--- src/rtl/tcm_sram_arbiter_if.sv ---
// Core-side memory ports shared with the TCM arbiter: one IMEM (fetch) and one DMEM (load/store)
// request channel with scr1-style req/req_ack handshake and a one-cycle response.
interface tcm_sram_arbiter_if;
  logic        imem_req;
  logic        imem_cmd;
  logic [31:0] imem_addr;
  logic        imem_req_ack;
  logic [31:0] imem_rdata;
  logic [1:0]  imem_resp;

  logic        dmem_req;
  logic        dmem_cmd;
  logic [1:0]  dmem_width;
  logic [31:0] dmem_addr;
  logic [31:0] dmem_wdata;
  logic        dmem_req_ack;
  logic [31:0] dmem_rdata;
  logic [1:0]  dmem_resp;

  modport master (
    output imem_req, imem_cmd, imem_addr,
    input  imem_req_ack, imem_rdata, imem_resp,
    output dmem_req, dmem_cmd, dmem_width, dmem_addr, dmem_wdata,
    input  dmem_req_ack, dmem_rdata, dmem_resp
  );

  modport slave (
    input  imem_req, imem_cmd, imem_addr,
    output imem_req_ack, imem_rdata, imem_resp,
    input  dmem_req, dmem_cmd, dmem_width, dmem_addr, dmem_wdata,
    output dmem_req_ack, dmem_rdata, dmem_resp
  );
endinterface

--- src/rtl/tcm_sram_arbiter.sv ---
// Shares one single-port TCM SRAM between the IMEM and DMEM ports: per-cycle arbitration with
// DMEM priority and IMEM anti-starvation, plus read-modify-write for byte/half stores.
module tcm_sram_arbiter #(
  parameter logic [31:0] TCM_BASE        = 32'h0000_0000,
  parameter int unsigned TCM_DEPTH       = 1024,
  parameter int unsigned DMEM_STARVE_MAX = 4,
  localparam int unsigned AW             = $clog2(TCM_DEPTH)
) (
  input  logic              clk,
  input  logic              rst,
  tcm_sram_arbiter_if.slave bus,
  output logic              sram_csb0,
  output logic              sram_web0,
  output logic [AW-1:0]     sram_addr0,
  output logic [31:0]       sram_din0,
  input  logic [31:0]       sram_dout0
);

  localparam int unsigned   SW           = $clog2(DMEM_STARVE_MAX + 1);
  localparam logic [31:0]   WINDOW_BYTES = 32'(TCM_DEPTH * 4);
  localparam logic [SW-1:0] STARVE_MAX   = SW'(DMEM_STARVE_MAX);

  localparam logic [1:0] RESP_IDLE = 2'b00;
  localparam logic [1:0] RESP_RDY  = 2'b01;
  localparam logic [1:0] RESP_ER   = 2'b10;

  localparam logic [1:0] W_BYTE = 2'b00;
  localparam logic [1:0] W_HALF = 2'b01;
  localparam logic [1:0] W_WORD = 2'b10;

  typedef enum logic {
    ST_IDLE = 1'b0,
    ST_RMW  = 1'b1
  } state_e;

  state_e        state_q, state_d;
  logic [SW-1:0] starve_q, starve_d;
  logic [1:0]    imem_resp_q, imem_resp_d;
  logic [1:0]    dmem_resp_q, dmem_resp_d;
  logic          imem_rd_q, imem_rd_d;
  logic          dmem_rd_q, dmem_rd_d;
  logic [AW-1:0] rmw_addr_q, rmw_addr_d;
  logic [31:0]   rmw_data_q, rmw_data_d;
  logic [3:0]    rmw_mask_q, rmw_mask_d;

  logic          imem_err, dmem_err, dmem_sub_store;
  logic          imem_wins, dmem_wins;
  logic          imem_ack, dmem_ack;
  logic          csb, web;
  logic [AW-1:0] addr;
  logic [31:0]   din;

  // Window check is done on the offset so a non-zero base never wraps the compare.
  function automatic logic in_window(input logic [31:0] a);
    logic [31:0] off;
    off = a - TCM_BASE;
    return (a >= TCM_BASE) && (off < WINDOW_BYTES);
  endfunction

  function automatic logic [AW-1:0] word_index(input logic [31:0] a);
    logic [31:0] off;
    off = a - TCM_BASE;
    return off[AW+1:2];
  endfunction

  function automatic logic [3:0] lane_mask(input logic [1:0] width, input logic [1:0] off);
    logic [3:0] m;
    case (width)
      W_BYTE:  m = 4'b0001 << off;
      W_HALF:  m = off[1] ? 4'b1100 : 4'b0011;
      default: m = 4'b1111;
    endcase
    return m;
  endfunction

  function automatic logic [31:0] lane_data(input logic [1:0] width, input logic [1:0] off,
                                            input logic [31:0] wdata);
    logic [31:0] d;
    case (width)
      W_BYTE:  d = {24'h00_0000, wdata[7:0]};
      W_HALF:  d = {16'h0000, wdata[15:0]};
      default: d = wdata;
    endcase
    return d << {off, 3'b000};
  endfunction

  function automatic logic [31:0] merge_lanes(input logic [31:0] old_w, input logic [31:0] new_w,
                                              input logic [3:0] mask);
    logic [31:0] m;
    for (int i = 0; i < 4; i++) begin
      m[8*i +: 8] = mask[i] ? new_w[8*i +: 8] : old_w[8*i +: 8];
    end
    return m;
  endfunction

  // Request decode and arbitration winner.
  always_comb begin
    imem_err = !in_window(bus.imem_addr) || bus.imem_cmd || (bus.imem_addr[1:0] != 2'b00);
    dmem_err = !in_window(bus.dmem_addr)
             || (bus.dmem_width == 2'b11)
             || ((bus.dmem_width == W_HALF) && bus.dmem_addr[0])
             || ((bus.dmem_width == W_WORD) && (bus.dmem_addr[1:0] != 2'b00));
    dmem_sub_store = bus.dmem_cmd && (bus.dmem_width != W_WORD);
    imem_wins = bus.imem_req && (!bus.dmem_req || (starve_q == STARVE_MAX));
    dmem_wins = bus.dmem_req && !imem_wins;
  end

  // Grant, SRAM drive and next-state computation.
  always_comb begin
    state_d     = state_q;
    starve_d    = starve_q;
    imem_resp_d = RESP_IDLE;
    dmem_resp_d = RESP_IDLE;
    imem_rd_d   = 1'b0;
    dmem_rd_d   = 1'b0;
    rmw_addr_d  = rmw_addr_q;
    rmw_data_d  = rmw_data_q;
    rmw_mask_d  = rmw_mask_q;
    imem_ack    = 1'b0;
    dmem_ack    = 1'b0;
    csb         = 1'b1;
    web         = 1'b1;
    addr        = '0;
    din         = 32'h0000_0000;

    if (rst) begin
      state_d = ST_IDLE;
    end else begin
      case (state_q)
        ST_IDLE: begin
          if (imem_wins) begin
            imem_ack = 1'b1;
            starve_d = '0;
            if (imem_err) begin
              imem_resp_d = RESP_ER;
            end else begin
              csb         = 1'b0;
              addr        = word_index(bus.imem_addr);
              imem_resp_d = RESP_RDY;
              imem_rd_d   = 1'b1;
            end
          end else if (dmem_wins) begin
            dmem_ack = 1'b1;
            if (!bus.imem_req) begin
              starve_d = '0;
            end else if (starve_q != STARVE_MAX) begin
              starve_d = starve_q + SW'(1);
            end else begin
              starve_d = starve_q;
            end
            if (dmem_err) begin
              dmem_resp_d = RESP_ER;
            end else if (dmem_sub_store) begin
              // Fetch the old word now; the merged write goes out next cycle.
              csb        = 1'b0;
              addr       = word_index(bus.dmem_addr);
              rmw_addr_d = word_index(bus.dmem_addr);
              rmw_mask_d = lane_mask(bus.dmem_width, bus.dmem_addr[1:0]);
              rmw_data_d = lane_data(bus.dmem_width, bus.dmem_addr[1:0], bus.dmem_wdata);
              state_d    = ST_RMW;
            end else begin
              csb         = 1'b0;
              web         = !bus.dmem_cmd;
              addr        = word_index(bus.dmem_addr);
              din         = bus.dmem_wdata;
              dmem_resp_d = RESP_RDY;
              dmem_rd_d   = !bus.dmem_cmd;
            end
          end else begin
            starve_d = '0;
          end
        end
        ST_RMW: begin
          csb         = 1'b0;
          web         = 1'b0;
          addr        = rmw_addr_q;
          din         = merge_lanes(sram_dout0, rmw_data_q, rmw_mask_q);
          dmem_resp_d = RESP_RDY;
          state_d     = ST_IDLE;
          if (!bus.imem_req) begin
            starve_d = '0;
          end else begin
            starve_d = starve_q;
          end
        end
        default: begin
          state_d = ST_IDLE;
        end
      endcase
    end
  end

  // Controller state and registered response flags.
  always_ff @(posedge clk) begin
    if (rst) begin
      state_q     <= ST_IDLE;
      starve_q    <= '0;
      imem_resp_q <= RESP_IDLE;
      dmem_resp_q <= RESP_IDLE;
      imem_rd_q   <= 1'b0;
      dmem_rd_q   <= 1'b0;
      rmw_addr_q  <= '0;
      rmw_data_q  <= 32'h0000_0000;
      rmw_mask_q  <= 4'b0000;
    end else begin
      state_q     <= state_d;
      starve_q    <= starve_d;
      imem_resp_q <= imem_resp_d;
      dmem_resp_q <= dmem_resp_d;
      imem_rd_q   <= imem_rd_d;
      dmem_rd_q   <= dmem_rd_d;
      rmw_addr_q  <= rmw_addr_d;
      rmw_data_q  <= rmw_data_d;
      rmw_mask_q  <= rmw_mask_d;
    end
  end

  assign bus.imem_req_ack = imem_ack;
  assign bus.dmem_req_ack = dmem_ack;
  assign bus.imem_resp    = imem_resp_q;
  assign bus.dmem_resp    = dmem_resp_q;
  // Read data comes straight off the macro in the cycle after the read select.
  assign bus.imem_rdata   = imem_rd_q ? sram_dout0 : 32'h0000_0000;
  assign bus.dmem_rdata   = dmem_rd_q ? sram_dout0 : 32'h0000_0000;

  assign sram_csb0  = csb;
  assign sram_web0  = web;
  assign sram_addr0 = addr;
  assign sram_din0  = din;

endmodule

--- src/flat_wrapper.sv ---
// flat-port wrapper written by rule: the top's interface ports become plain ports
module tcm_sram_arbiter_flat 
#(
  parameter logic [31:0] TCM_BASE        = 32'h0000_0000,
  parameter int unsigned TCM_DEPTH       = 1024,
  parameter int unsigned DMEM_STARVE_MAX = 4,
  localparam int unsigned AW             = $clog2(TCM_DEPTH)
)
  (clk, rst, sram_csb0, sram_web0, sram_addr0, sram_din0, sram_dout0, bus_imem_req, bus_imem_cmd, bus_imem_addr, bus_imem_req_ack, bus_imem_rdata, bus_imem_resp, bus_dmem_req, bus_dmem_cmd, bus_dmem_width, bus_dmem_addr, bus_dmem_wdata, bus_dmem_req_ack, bus_dmem_rdata, bus_dmem_resp);
  tcm_sram_arbiter_if bus_i ();
  input  logic clk;
  input  logic rst;
  output logic sram_csb0;
  output logic sram_web0;
  output logic [AW-1:0] sram_addr0;
  output logic [31:0] sram_din0;
  input  logic [31:0] sram_dout0;
  input wire logic [$bits(bus_i.imem_req)-1:0] bus_imem_req;
  input wire logic [$bits(bus_i.imem_cmd)-1:0] bus_imem_cmd;
  input wire logic [$bits(bus_i.imem_addr)-1:0] bus_imem_addr;
  output wire logic [$bits(bus_i.imem_req_ack)-1:0] bus_imem_req_ack;
  output wire logic [$bits(bus_i.imem_rdata)-1:0] bus_imem_rdata;
  output wire logic [$bits(bus_i.imem_resp)-1:0] bus_imem_resp;
  input wire logic [$bits(bus_i.dmem_req)-1:0] bus_dmem_req;
  input wire logic [$bits(bus_i.dmem_cmd)-1:0] bus_dmem_cmd;
  input wire logic [$bits(bus_i.dmem_width)-1:0] bus_dmem_width;
  input wire logic [$bits(bus_i.dmem_addr)-1:0] bus_dmem_addr;
  input wire logic [$bits(bus_i.dmem_wdata)-1:0] bus_dmem_wdata;
  output wire logic [$bits(bus_i.dmem_req_ack)-1:0] bus_dmem_req_ack;
  output wire logic [$bits(bus_i.dmem_rdata)-1:0] bus_dmem_rdata;
  output wire logic [$bits(bus_i.dmem_resp)-1:0] bus_dmem_resp;
  assign bus_i.imem_req = bus_imem_req;
  assign bus_i.imem_cmd = bus_imem_cmd;
  assign bus_i.imem_addr = bus_imem_addr;
  assign bus_imem_req_ack = bus_i.imem_req_ack;
  assign bus_imem_rdata = bus_i.imem_rdata;
  assign bus_imem_resp = bus_i.imem_resp;
  assign bus_i.dmem_req = bus_dmem_req;
  assign bus_i.dmem_cmd = bus_dmem_cmd;
  assign bus_i.dmem_width = bus_dmem_width;
  assign bus_i.dmem_addr = bus_dmem_addr;
  assign bus_i.dmem_wdata = bus_dmem_wdata;
  assign bus_dmem_req_ack = bus_i.dmem_req_ack;
  assign bus_dmem_rdata = bus_i.dmem_rdata;
  assign bus_dmem_resp = bus_i.dmem_resp;
  tcm_sram_arbiter #(.TCM_BASE(TCM_BASE), .TCM_DEPTH(TCM_DEPTH), .DMEM_STARVE_MAX(DMEM_STARVE_MAX)) u_core (.clk(clk), .rst(rst), .bus(bus_i), .sram_csb0(sram_csb0), .sram_web0(sram_web0), .sram_addr0(sram_addr0), .sram_din0(sram_din0), .sram_dout0(sram_dout0));
endmodule
--- config.mk ---
export PLATFORM = sky130hd
export DESIGN_NAME = tcm_sram_arbiter_flat
export DESIGN_NICKNAME = d
export VERILOG_FILES = /design/src/rtl/tcm_sram_arbiter_if.sv /design/src/rtl/tcm_sram_arbiter.sv /design/src/flat_wrapper.sv
export SDC_FILE = /design/constraint.sdc
export NUM_CORES = 1
export LEC_CHECK = 0
export BUFFER_PORTS_ARGS = -buffer_cell sky130_fd_sc_hd__buf_2
export CORE_ASPECT_RATIO = 0.6
export CORE_UTILIZATION = 52
export DETAILED_ROUTE_END_ITERATION = 7
export PLACE_DENSITY = 0.88
export SLEW_MARGIN = 25
export SYNTH_ARGS = -nofsm -noshare
export SYNTH_HDL_FRONTEND = slang
export SYNTH_SLANG_ARGS = --single-unit
export TNS_END_PERCENT = 5
--- constraint.sdc ---
create_clock -name clk -period 3.5 [get_ports clk]
set_input_delay 0.7 -clock clk [delete_from_list [all_inputs] [get_ports clk]]
set_output_delay 0.7 -clock clk [all_outputs]
set_load 0.05 [all_outputs]
==> flow_summary.toml, run 1 <==
[critical_path]
slowest_stage = "or4_4"
reg2reg_from = "u_core.starve_q[0]"
cp.required_ps = 2800
path_cells = "buf_2 > or4_4 > nor2_4 > a41oi_1 > a221oi_1 > buf_2"
worstSetupPathType = "in2out"
endpoint_kind = "output port"
cpPeakStageDelay_ps = 530
critPathArrivalTime_ps = 2540
crit_fanout = 13
reg2regPathDepth = 7
critical_path.startpoint = "bus_imem_addr[26]"
start_kind = "input port"
path_common_cell = "buf_2"

[floorplan]
dieArea_um2 = 10520
floorplan.initialDensity_pct = 55.31
die_w_um = 131.7
core_um2 = 9493
fp.dieH_um = 79.83
num_rows = 27
ios = 250

[timing]
final-max-slew-violation-count = 0
clock.fmax_mhz = 308.3
worstMarginPinSlew_ps = 945.2
period_needed_ps = 3243
grt_setup_unrepaired = "false"
max_slew_margin_pct = 36.71
whs_ps = 470.9
finClkSkew_ps = 4.204
finalHoldViolCount = 0
timing.final.crit_share_pct = 92.66
finalSetupViolCount = 0

[cts]
clockBufferDepth = 2
post_cts_buffers = 0
cts_hold_buf = 0
clock_latency_ps = 300
cts-htree-levels = 2
numCtsBuffers = 5
post_cts_resized = 0
cts_tree = "yes"
path_clk_slew_ps = 70
clock_sinks = 55
root_buffer = "clkbuf_16"

[finish]
drive_above_1_share_pct = 40.44
final_nets = 1000
mostFrequentLayoutCell = "buf_2"
final_cell_mix = "248 x buf_2, 65 x and2_1, 60 x nand2_1"
antenna_cells = 0
post-route-util_pct = 68.60
num-fill-cells = 818
area_growth_pct = 24.05

[pwr]
ir_drop_v = 0.0002904
pwr_density_cell_nw_per_um2 = 230.2
p_leak_uw = 0.002805

[yosys]
synth_edf_count = 0
yosys_register_bits = 55
async_reset_ff_share_pct = 0
synth_cells = 665
synth_area_um2 = 5250
syn_area_per_cell_um2 = 7.895
ys.flop_type = "dfxtp_1"
syn_nets = 803
ys_seq_area_share_pct = 20.97
ys_warn_count = 0
ys_types = 56

[flow_run]
drv_cap = 0

[run_status]
run_status = "finished clean"

[global_routing]
met1_usage_pct = 46.73
met3_usage_pct = 8.571
grtUsageTotal_pct = 33.40
grt_max_degree = 74
grt_pass1_vias = 5398
antenna_found_initial = 0
busiest_layer = "met2"
groute.layer.met2.usage_pct = 51.11
grt_overflow = 0
grt_pass1_wl_mm = 28.21

[drt]
avgRoutedWirePerCell_um = 18.38
first_iter_violations = 603
ant_nets = 0
drtPass1Iterations = 6
drcViolationCount = 0
via_per_inst = 6.220
postRouteWirelength_mm = 18.25
vias = 6176

[hold_path]
min_from = "u_core.rmw_addr_q[6]"
hp-class = "reg2reg"
hold_depth = 2

[placed_design]
gp_congestion = 0.9934
port_buffers = 249
hpwl_mm = 13.16
[registers in the layout, indices dropped and copies added, names as in the netlist]
name,flops
u_core.rmw_data_q,32
u_core.rmw_addr_q,10
u_core.rmw_mask_q,4
u_core.starve_q,3
u_core.bus.dmem_resp,2
u_core.bus.imem_resp,2
u_core.dmem_rd_q,1
u_core.state_q,1
[Yosys cell counts (17+ instances only)]
cell      count  area, µm²
o21ai_0      19      95.09
mux2i_1      25      250.2
clkbuf_1     38      142.6
a21oi_1      57      285.3
buf_2        17      85.08
mux2_2       40      450.4
and2_1       65      406.6
nand2b_1     27      168.9
nand2_1      60      225.2
nand3_1      19      95.09
nand4_1      52      325.3
dfxtp_1      55       1101
a21boi_0     33      247.7
[where the power goes]
group	leakage [µW]	total, µW	internal [µW]	switching (µW)
Sequential	0.000445	627	626	0.509
Clock	0.0000761	550	305	244
Combinational	0.00228	323	130	192
[final timing paths]
check | to | slack (ps)
worst min-delay path | u_core.rmw_addr_q[6] | 470
worst max-delay path | sram_addr0[9] | 260
worst max register to register | u_core.rmw_data_q[3] | 1280
worst min register to register | u_core.rmw_addr_q[6] | 470
[area by class of cell]
type | instances | area, µm² | area share (%)
multi-input cells | 515 | 3613 | 55.49
repair buffers | 269 | 1411 | 21.67
flip-flops and latches | 55 | 1105 | 16.96
well taps | 130 | 162.7 | 2.498
clock buffers | 7 | 152.6 | 2.344
inverters | 16 | 60.06 | 0.9222
clock inverters | 1 | 7.507 | 0.1153
[critical path, delay by kind of cell]
kind	cells	cell delay, ps
and+or+nand+nor	2	900
AOI/OAI and AO/OA	2	520
buffers and inverters	2	410
[through the flow]
step                      TNS (ps)  area (µm²)  setup slack, ps  total power [µW]  instances
final                            0        6513            256.9              1499        993
after global routing             0        6513            159.8              1551        993
after CTS                        0        6510            271.4              1495        993
after detailed placement         0        6350            273.5             954.5        985
after global placement           0        6350            345.7             950.9        985
after floorplan             -34.14        5256           -17.07             813.1        665
[logic make-up after synthesis]
kind of cell | after synthesis | share of synthesized area, %
simple gates | 259 | 28.00
compound gates | 189 | 26.86
buf+inv | 95 | 10.34
flops | 55 | 20.97
mux | 65 | 13.35
fa+ha+maj | 2 | 0.4766
[layer usage]
layer,routed length [µm],vias to the layer above
met4,251,0
met2,7849,390
met3,2126,36
li1,-,2857
met1,8022,2893
met5,0,-
No activity file was read; power rests on OpenSTA's default activity.
==> run 2: changes to the inputs <==
- CORE_MARGIN: unset -> 4
- CORE_UTILIZATION: 52 -> 39
- CTS_BUF_LIST: unset -> sky130_fd_sc_hd__clkbuf_16
- PLACE_DENSITY: 0.88 -> 0.69
==> run 2 against run 1 <==
Compared with the run above: largest power group unchanged; total power fell by 3.5%; routed wire length up 10%; via count decreased by 4.0%; sequential cell count did not move; hold slack got worse by 1.5 ps; global-route usage decreased by 8.8 points; count of clock-buffer cells in the layout down 2; final area is 1.1% higher; combinational power is 1% higher; clock power is 10% lower; sequential share of layout area fell by 0.22 points.
==> flow_summary.toml, run 2 (synthesis gave the netlist of run 1 again) <==
[run_status]
run_status = "finished clean"

[finish]
multi_input_area_um2 = 3613
num-fill-cells = 1329
post-route-util_pct = 50.60
largest_register_ffs = 32
area_growth_pct = 25.41
top_regs = "u_core.rmw_data_q x32, u_core.rmw_addr_q x10, u_core.rmw_mask_q x4"
max_flop_register = "u_core.rmw_data_q"
final_cell_mix = "246 x buf_2, 65 x and2_1, 60 x nand2_1"
final_nets = 999
regArea_um2 = 1102
mostFrequentLayoutCell = "buf_2"
drive_above_1_share_pct = 39.95

[timing]
worst_slack_ps = 265.1
final-max-slew-violation-count = 0
clock.fmax_mhz = 309.1
whs_ps = 469.4
finalHoldViolCount = 0
period_needed_ps = 3235
finClkSkew_ps = 7.731
grt_setup_unrepaired = "false"
worstMarginPinSlew_ps = 934.0
setup_tns_ps = 0
max_slew_margin_pct = 37.46
finalSetupViolCount = 0
timing.final.crit_share_pct = 92.43

[global_routing]
antenna_found_initial = 0
grtUsageTotal_pct = 24.61
grt_pass1_wl_mm = 30.64
grt_max_degree = 77
grt_pass1_vias = 5469
grt_overflow = 0

[critical_path]
crit_fanout = 13
slowest_stage = "or4_4"
critical_path.startpoint = "bus_imem_addr[26]"
critical_path_buf_inv_count = 2
worstSetupPathType = "in2out"
r2r-end = "u_core.rmw_mask_q[1]"
ff2ff_setup_slack_ps = 1370
critPathArrivalTime_ps = 2530
path_cells = "buf_2 > or4_4 > nor2_4 > a41oi_1 > a221oi_1 > buf_2"
start_kind = "input port"
cp.required_ps = 2800
reg2reg_from = "u_core.starve_q[0]"
endpoint_kind = "output port"
reg2regPathDepth = 7
path_common_cell = "buf_2"
path_delay_family = "simple AND/OR/NAND/NOR gates"
cpPeakStageDelay_ps = 530

[drt]
ant_nets = 0
first_iter_violations = 466
vias = 5931
postRouteWirelength_mm = 20.14
via_per_inst = 5.747
drcViolationCount = 0
drtPass1Iterations = 5
avgRoutedWirePerCell_um = 19.51

[cts]
cts-htree-levels = 2
root_buffer = "clkbuf_16"
clock_sinks = 55
path_clk_slew_ps = 70
cts_tree = "yes"
clockBufferDepth = 2
post_cts_resized = 0
cts_hold_buf = 0
post_cts_buffers = 0
clock_latency_ps = 300
numCtsBuffers = 5

[floorplan]
die_w_um = 157.8
floorplan.initialDensity_pct = 40.35
dieArea_um2 = 15440
num_rows = 32
core_um2 = 13010
ios = 250
fp.dieH_um = 97.87

[placed_design]
hpwl_mm = 14.61
gp_congestion = 0.9141
port_buffers = 249
place_ws_ps = 267.1

[hold_path]
hp-class = "reg2reg"
holdPathEnd = "u_core.rmw_addr_q[8]"
hold_depth = 2
min_from = "u_core.rmw_addr_q[8]"

[pwr]
pwr_density_cell_nw_per_um2 = 219.8
p_leak_uw = 0.002802
ir_drop_v = 0.0001205

[flow_run]
drv_cap = 0
-- run 2: final cells by class --
class,count,area share (%)
Multi-Input combinational cell,515,54.88
Timing Repair Buffer,268,22.16
Sequential cell,55,16.74
Tap cell,170,3.231
Clock buffer,5,1.900
Inverter,16,0.9122
Clock inverter,2,0.1330
Antenna cell,1,0.03801
-- run 2: how the worst max path moves through the flow --
stage / slack (ps) / cells past startpoint / endpoint
after global placement: 310 / 6 / sram_addr0[9]
after detailed placement: 270 / 6 / sram_addr0[1]
after floorplan: -20 / 6 / sram_addr0[1]
after global routing: 50 / 6 / sram_addr0[1]
after CTS: 260 / 6 / sram_addr0[1]
final: 270 / 6 / sram_addr0[1]
-- run 2: routing by layer --
metal | up-vias | wire [µm] | track usage (%)
li1 | 2850 | - | -
met1 | 2792 | 9605 | 37.60
met2 | 278 | 8719 | 36.77
met3 | 11 | 1669 | 4.340
met4 | 0 | 143 | 3.503
met5 | - | 0 | 0
-- run 2: power breakdown --
| part | switching (µW) | leakage (µW) | internal (µW) | total [µW] |
|---|---|---|---|---|
| clock network | 234 | 0.0000671 | 259 | 493 |
| logic | 196 | 0.00229 | 131 | 327 |
| registers | 0.775 | 0.000444 | 627 | 628 |
-- run 2: metrics by stage --
stage          area [µm²]  std cells  power [µW]
5_1_grt              6581       1031        1510
2_1_floorplan        5256        665       813.1
3_5_place_dp         6447       1024       962.1
4_1_cts              6581       1031        1457
6_report             6584       1032        1447
3_3_place_gp         6447       1024       960.8
-- run 2: worst register-to-register path: cells and delay by family, from the launching register on --
kind	cells	cell delay, ps
and+or+nand+nor	1	500
AOI/OAI and AO/OA	3	600
buffers and inverters	2	310
adders and majority gates	1	230
DFF	1	340
==> run 3: changes to the inputs <==
- ABC_AREA: unset -> 1
- PLACE_DENSITY: 0.69 -> 0.7
==> run 3 against run 2 <==
Compared with the run above: final cell count increased by 30%; hold slack got worse by 1.2 ps; area after synthesis decreased by 3.1%; first-iteration DRC count increased by 37%; total power increased by 4.8%; critical path depth increased by 3; sequential share of layout area decreased by 0.43 points; sequential power about the same; synthesized cell count increased by 46%; critical path type is now reg2out; highest routed layer unchanged.
==> flow_summary.toml, run 3 <==
[run_status]
run_status = "finished clean"

[pwr]
p_clk_share_pct = 38.2
p_leak_uw = 0.004166
intPower_uw = 1070
comb_power_share_pct = 20.5
pwr_density_cell_nw_per_um2 = 224.8
netSwitchingPower_uw = 447.1
seqPwrFrac_pct = 41.4
ir_drop_v = 0.0002500
netSwitchingFraction_pct = 29.47

[cts]
clock_sinks = 55
cts_hold_buf = 0
clockBufferDepth = 2
post_cts_resized = 0
cts-htree-levels = 2
post_cts_buffers = 0
root_buffer = "clkbuf_16"
clock_latency_ps = 300
path_clk_slew_ps = 70
numCtsBuffers = 5
cts_tree = "yes"

[finish]
antenna_cells = 0
final_cell_mix = "239 x buf_2, 223 x nand2_1, 178 x inv_1"
regArea_um2 = 1101
max_flop_register = "u_core.rmw_data_q"
num-fill-cells = 1349
top_regs = "u_core.rmw_data_q x32, u_core.rmw_addr_q x10, u_core.rmw_mask_q x4"
largest_register_ffs = 32
drive_above_1_share_pct = 25.15
final_nets = 1314
multi_input_area_um2 = 2958
mostFrequentLayoutCell = "buf_2"
area_growth_pct = 32.70

[timing]
finalSetupViolCount = 0
max_slew_margin_pct = 55.34
grt_setup_unrepaired = "false"
whs_ps = 468.2
worstMarginPinSlew_ps = 667.5
final-max-slew-violation-count = 0
finClkSkew_ps = 7.375
clock.fmax_mhz = 323.6
worst_slack_ps = 409.3
setup_tns_ps = 0
period_needed_ps = 3091
timing.final.crit_share_pct = 88.30
finalHoldViolCount = 0

[placed_design]
place_ws_ps = 461.8
port_buffers = 249
gp_congestion = 0.8878
hpwl_mm = 14.97

[global_routing]
grtUsageTotal_pct = 25.21
grt_max_degree = 53
grt_pass1_vias = 6031
grt_overflow = 0
antenna_found_initial = 0
grt_pass1_wl_mm = 30.75

[floorplan]
floorplan.initialDensity_pct = 40.97
die_w_um = 155.4
fp.dieH_um = 96.45
ios = 250
num_rows = 31
core_um2 = 12410
dieArea_um2 = 14990

[drt]
vias = 6748
first_iter_violations = 637
drtPass1Iterations = 6
avgRoutedWirePerCell_um = 14.77
postRouteWirelength_mm = 19.82
ant_nets = 0
drcViolationCount = 0
via_per_inst = 5.028

[critical_path]
critPathArrivalTime_ps = 2390
worstSetupPathType = "reg2out"
endpoint_kind = "output port"
crit_fanout = 29
start_kind = "flip-flop"
cp.required_ps = 2800

[yosys]
ys_types = 24
syn_area_per_cell_um2 = 5.226
ys_seq_area_share_pct = 21.65
ys.flop_type = "dfxtp_1"
async_reset_ff_share_pct = 0
synth_cells = 973
synth_common_cells = "223 x nand2_1, 178 x inv_1, 135 x nor2_1"
synth_area_leaders = "dfxtp_1 22%, nand2_1 16%, inv_1 13%, a21oi_1 10%, nor2_1 10%"
synth_top_area_share_pct = 21.65
yosys_register_bits = 55
syn_nets = 1111
synth_area_um2 = 5085
netlist.top_cell.by_area = "dfxtp_1"
synth_edf_count = 0
ys_warn_count = 0
synth_most_common_cell = "nand2_1"

[flow_run]
drv_cap = 0

[hold_path]
hp-class = "reg2reg"
-- run 3: cell count changes after synthesis, sizes merged, moves of 25 or more --
cell	before	now
a21oi	57	104
nand2b	27	0
and2	65	0
o21ai	19	45
a21boi	35	0
nand2	60	223
inv	15	188
mux2i	25	0
nor2	7	136
nand3	19	62
mux2	40	0
-- run 3: logic make-up (layout without fill, tap and decap cells) --
logic type      Yosys count  after routing  share of synthesized area (%)
flops                    55             55                          21.65
compound gates          160            160                          16.31
simple gates            489            489                          41.09
fa+ha+maj                 2              2                         0.4920
buf+inv                 267            471                          20.45
-- run 3: area by class of cell --
class | instances | area share [%]
timing repair buffer | 274 | 23.85
tap | 165 | 3.060
clock buffer | 5 | 1.854
inverter | 189 | 10.51
clock inverter | 3 | 0.5748
sequential | 55 | 16.32
multi-input combinational | 651 | 43.83
-- run 3: worst paths after layout --
check / cells after the start / slack [ps] / end / start
setup / recovery: 9 / 410 / sram_din0[20] / u_core.starve_q[0]
hold / removal: 2 / 470 / u_core.rmw_addr_q[7] / u_core.rmw_addr_q[7]
setup reg to reg: 10 / 980 / u_core.rmw_data_q[13] / u_core.starve_q[0]
hold reg to reg: 2 / 470 / u_core.rmw_addr_q[7] / u_core.rmw_addr_q[7]
-- run 3: critical path, stage by stage (launching register included) --
cell,delay [ps]
dfxtp_1,370
inv_1,70
ha_1,190
a21oi_1,220
nor2_1,130
nor2_4,140
buf_4,320
nand4_1,200
a21oi_1,170
buf_2,280
-- run 3: stage by stage --
step           total power [µW]  std cells  area, µm²  util (%)
2_1_floorplan             792.0        973       5085         -
3_3_place_gp              945.3       1334       6584     53.04
3_5_place_dp              946.4       1334       6584     53.04
4_1_cts                    1515       1342       6748     54.36
5_1_grt                    1576       1342       6748     54.36
6_report                   1517       1342       6748     54.36
-- run 3: metal layers --
layer / part of all wire [%] / up-vias / track usage (%)
li1: - / 3441 / -
met1: 45 / 2939 / 36.43
met2: 42 / 350 / 38.17
met3: 12 / 18 / 6.498
met4: 1.0 / 0 / 4.588
met5: 0 / - / 0
-- run 3: power by group through the flow --
stage	clock network [µW]	registers, µW	logic, µW
after floorplan	0	646	146
after global placement	0	642	303
after detailed placement	0	642	304
after CTS	582	627	306
after global routing	606	628	343
final	579	627	310
